$ cat src/rtl/pc_sequencer.sv
// pc_sequencer: owns the architectural fetch PC and sequences instruction fetch.
// Each cycle the next PC is chosen from PC+2, a resolved branch target, hold
// (stall or instruction-memory wait) or halt. The block drives the fetch
// address, fetch-valid, the one-cycle IF/ID squash and the halted flag.
//
// Optional feature: define PC_SEQ_BRCNT_EN to add a 16-bit saturating count
// of accepted redirects on output br_count. The default build leaves it out.
module pc_sequencer #(
  parameter int              PC_W     = 16,
  parameter logic [PC_W-1:0] RESET_PC = '0
) (
  input  logic            clk,
  input  logic            rst,
  input  logic            imem_rdy,
  input  logic            stall,
  input  logic            br_taken,
  input  logic [PC_W-1:0] br_target,
  input  logic            hlt_dec,
  output logic [PC_W-1:0] pc,
  output logic [PC_W-1:0] pc_plus2,
  output logic            fetch_valid,
  output logic            flush,
  output logic            halted
`ifdef PC_SEQ_BRCNT_EN
  ,
  output logic [15:0]     br_count
`endif
);

  // Sequencer states. The encoding is kept as plain constants so the state
  // register can be probed and compared against older netlists.
  localparam logic [1:0] S_IDLE     = 2'd0;
  localparam logic [1:0] S_RUN      = 2'd1;
  localparam logic [1:0] S_WAIT_MEM = 2'd2;
  localparam logic [1:0] S_HALT     = 2'd3;

  logic [1:0]      state;
  logic [1:0]      state_next;
  logic [PC_W-1:0] pc_next;
  logic [PC_W-1:0] br_target_even;
  logic            br_accept;

  // Sequential successor wraps naturally modulo 2^PC_W.
  assign pc_plus2 = pc + PC_W'(2);

  // Instructions are halfword aligned, so the target LSB is dropped on load.
  assign br_target_even = {br_target[PC_W-1:1], 1'b0};

  // Fetch is live whenever the sequencer is running or waiting on memory.
  assign fetch_valid = (state == S_RUN) || (state == S_WAIT_MEM);
  assign halted      = (state == S_HALT);

  // Next-state and next-PC selection. A taken branch wins in every active
  // state; IDLE ignores all inputs for its single cycle.
  always_comb begin
    // NOTE: every signal written here gets a default first, so no path can
    // leave one unassigned and infer a latch.
    state_next = state;
    pc_next    = pc;
    br_accept  = 1'b0;
    case (state)
      S_IDLE: begin
        state_next = S_RUN;
      end
      S_RUN: begin
        if (br_taken) begin
          br_accept = 1'b1;
          pc_next   = br_target_even;
        end else if (hlt_dec) begin
          state_next = S_HALT;
        end else if (stall) begin
          state_next = S_RUN;
        end else if (!imem_rdy) begin
          state_next = S_WAIT_MEM;
        end else begin
          pc_next = pc_plus2;
        end
      end
      S_WAIT_MEM: begin
        if (br_taken) begin
          // Redirect abandons the outstanding fetch.
          br_accept  = 1'b1;
          pc_next    = br_target_even;
          state_next = S_RUN;
        end else if (imem_rdy) begin
          state_next = S_RUN;
          if (!stall) begin
            pc_next = pc_plus2;
          end
        end
      end
      S_HALT: begin
        // An older branch resolving past a wrong-path HLT restarts fetch.
        if (br_taken) begin
          br_accept  = 1'b1;
          pc_next    = br_target_even;
          state_next = S_RUN;
        end
      end
      default: begin
        state_next = S_IDLE;
      end
    endcase
  end

  // State, PC and squash registers; reset discards any pending redirect.
  always_ff @(posedge clk or posedge rst) begin
    // NOTE: registers use non-blocking assignments so every flop samples
    // values from before the edge regardless of statement order.
    if (rst) begin
      state <= S_IDLE;
      pc    <= RESET_PC;
      flush <= 1'b0;
    end else begin
      state <= state_next;
      pc    <= pc_next;
      flush <= br_accept;
    end
  end

`ifdef PC_SEQ_BRCNT_EN
  // Saturating count of accepted redirects.
  always_ff @(posedge clk or posedge rst) begin
    if (rst) begin
      br_count <= 16'h0000;
    end else if (br_accept && (br_count != 16'hFFFF)) begin
      br_count <= br_count + 16'd1;
    end
  end
`endif

endmodule

$ cat config.mk
export PLATFORM = sky130hd
export DESIGN_NAME = pc_sequencer
export DESIGN_NICKNAME = d
export VERILOG_FILES = /design/src/rtl/pc_sequencer.sv
export SDC_FILE = /design/constraint.sdc
export NUM_CORES = 1
export LEC_CHECK = 0
export ABC_AREA = 1
export CAP_MARGIN = 30
export CORE_MARGIN = 3
export CORE_UTILIZATION = 39
export CTS_CLUSTER_SIZE = 40
export DETAILED_ROUTE_END_ITERATION = 12
export PLACE_DENSITY_LB_ADDON = 0.1
export SLEW_MARGIN = 20
export SYNTH_ARGS = -nofsm -noshare
export SYNTH_HDL_FRONTEND = slang
export SYNTH_SLANG_ARGS = --single-unit
$ cat constraint.sdc
create_clock -name clk -period 1.5 [get_ports clk]
set_clock_uncertainty 0.2 [all_clocks]
set_input_delay 0.15 -clock clk [delete_from_list [all_inputs] [get_ports clk]]
set_output_delay 0.15 -clock clk [all_outputs]
set_load 0.01 [all_outputs]
==> flow_summary.yaml <==
final_layout:
  syn_to_final_growth_pct: 127.4
  final_util: 0.9310
  layout_commonest_cell: "nand2_1"
  fin_nets: 390
  diodes: 0
  drive_above_1_share: 0.5635
  stdcell_count: 408
  final_cell_mix: "nand2_1, buf_4, buf_6, nand2_2, clkdlybuf4s50_1"
grt:
  antenna_found_initial: 0
  grt_overflow: 0
  grt_max_degree: 19
  use_met2: 0.4831
  grtUsageTotal: 0.2721
  grt_pass1_wl_um: 8907
  grt_pass1_vias: 1973
  grt.busiest_layer: "met2"
  use_met3: 0.03590
  grt.met1_usage: 0.2977
routing:
  totalWireLength_um: 7537
  drcViolationCount: 0
  first_iter_violations: 243
  antenna_left: 0
  drt-pass1-iter-count: 4
  vias: 2212
  wl_per_cell_um: 18.47
  viasPerCell: 5.422
timing:
  setup_viol: 39
  fin_setup_tns_ns: -11.52
  setup_ws_ns: -0.5297
  finalCritPeriodShare: 1.353
  period_needed_ns: 2.030
  hold_viol: 0
  worst_hold_slack_ns: 0.2730
  rsz0062_at_grt: "true"
  drv_slew: 0
  fmax_mhz: 492.7
synthesis:
  yosysWarnings: 0
  ys_ff_latch: 18
  syn-instance-count: 222
  ys_seq_area_frac: 0.3246
  synth_cell_types: 23
  avgSynthCellArea_um2: 6.250
  syn_area_um2: 1388
pwr:
  power.leakage_nw: 1.539
  p_total_mw: 7.351
  irDropWorstVdd_v: 0.001665
  power_density_nw_per_um2: 2329
worst_setup_path:
  critPathCaptureType: "output pin"
  r2r_slack_ns: -0.41
  setup.worst_path.start: "pc[5]$_DFFE_PP0P_"
  crit_end: "pc_plus2[14]"
  worst-setup-path-type: "register to output pin"
  cp_data_arrival_time_ns: 1.68
  start_kind: "register"
  reg2reg_to: "pc[12]$_DFFE_PP0P_"
  reg2reg_from: "pc[3]$_DFFE_PP0P_"
  rr_worst_depth: 13
  worst-path-max-fanout: 5
  worstPathRequired_ns: 1.15
place:
  dp_cells: 356
  port_buffers: 53
  finalWeightedCongestion: 0.8024
  dp_hpwl_um: 3105
cts:
  cts.sinks: 18
  cts-buffers-inserted: 3
  clockRootBuffer: "clkbuf_4"
  path_clk_slew_ns: 0.13
  cts_tree: "built"
  worstSkewPairLatency_ns: 0.34
  cts.path.max_buffers: 2
  htree_levels: 1
outcome:
  status: "finished with violations"
  violations: "negative setup slack"
floorplanning:
  dieArea_um2: 4310
  rows: 21
  die_y_um: 65.65
  fp.coreArea_um2: 3390
  io_pins: 57
  start_util: 0.4094
  fp.dieW_um: 65.65
job:
  cap_violations: 0
min_path:
  min_path_type: "primary input to register"
-- power breakdown --
part	switching (mW)	total, mW	internal (mW)
combinational	2.96	5.98	3.03
sequential	0.279	1.02	0.737
clock	0.201	0.350	0.149
total	3.44	7.35	3.91
-- repair_timing --
action / in CTS / in global routing
pin swaps: 22 / 32
resized for setup: 182 / 81
setup buffers: 24 / 25
hold buffers: 1 / 0
hold endpoints to repair: 18 / 0
gates cloned: 2 / 0
endpoints found under the setup margin: 50 / 48
-- worst min path at each step --
stage | start | slack, ns | endpoint | cells after the start
floorplan | rst | -0.11 | flush$_DFF_PP0_ | 1
global placement | rst | 0.29 | state[0]$_DFFE_PP0P_ | 3
detailed placement | rst | 0.30 | state[0]$_DFFE_PP0P_ | 3
CTS | br_target[2] | 0.27 | pc[2]$_DFFE_PP0P_ | 5
global route | br_target[2] | 0.27 | pc[2]$_DFFE_PP0P_ | 5
finish | br_target[2] | 0.27 | pc[2]$_DFFE_PP0P_ | 5
-- metal layers --
layer  vias to the layer above  share of wire
met5                         -              0
met4                         0          0.091
met3                        63          0.066
met2                       145           0.48
met1                      1036           0.36
li1                        968              -
-- layout make-up --
type / instances / area (um2)
fillers: 117 / 234.0
flip-flops and latches: 18 / 452.9
multi-input cells: 177 / 1227
inverters: 22 / 92.59
well taps: 46 / 57.56
clock buffers: 4 / 36.28
repair buffers: 141 / 1289
-- registers in the layout, indices dropped and copies added (netlist names) --
register,count
flush,1
pc,15
state,2
-- synthesized netlist by cell type --
| cell type | n | area share |
|---|---|---|
| buf_6 | 1 | 0.0081 |
| nor2_2 | 7 | 0.032 |
| nand3_1 | 17 | 0.061 |
| nand4_1 | 5 | 0.023 |
| xor2_1 | 3 | 0.019 |
| nand2_2 | 1 | 0.0045 |
| or2_2 | 2 | 0.0090 |
| o21a_1 | 1 | 0.0054 |
| o21bai_1 | 1 | 0.0054 |
| inv_2 | 1 | 0.0027 |
| buf_2 | 3 | 0.011 |
| nand2_1 | 88 | 0.24 |
| o21ai_0 | 7 | 0.025 |
| nor2_1 | 31 | 0.084 |
| a21boi_0 | 1 | 0.0054 |
| a21oi_1 | 2 | 0.0072 |
| nand3b_1 | 3 | 0.016 |
| o21ai_1 | 1 | 0.0036 |
| conb_1 | 1 | 0.0027 |
| buf_4 | 2 | 0.011 |
| dfrtp_1 | 18 | 0.32 |
| inv_1 | 21 | 0.057 |
| ha_1 | 5 | 0.045 |
-- critical path, cell delays in order (launching register included) --
cell	delay [ns]
dfrtp_1	0.45
nand2_2	0.16
nor2_4	0.15
buf_6	0.14
nand4_1	0.16
nand2_1	0.14
buf_2	0.14
-- cells by family after synthesis --
logic type / share of synthesized area
AOI/OAI and AO/OA: 0.05230
xor gates and xnor gates: 0.01894
adders and majority gates: 0.04509
buffers and inverters: 0.08926
DFF: 0.3246
other: 0.002703
and+or+nand+nor: 0.4671
-- through the flow --
| step | setup WS (ns) | instance area [um2] |
|---|---|---|
| 3_5_place_dp | -0.5004 | 2290 |
| 5_1_grt | -0.5801 | 3156 |
| 4_1_cts | -0.3862 | 2741 |
| 6_report | -0.5297 | 3156 |
| 3_3_place_gp | -0.4376 | 2290 |
| 2_1_floorplan | -0.09780 | 1430 |
No activity file was read; power rests on OpenSTA's default activity.
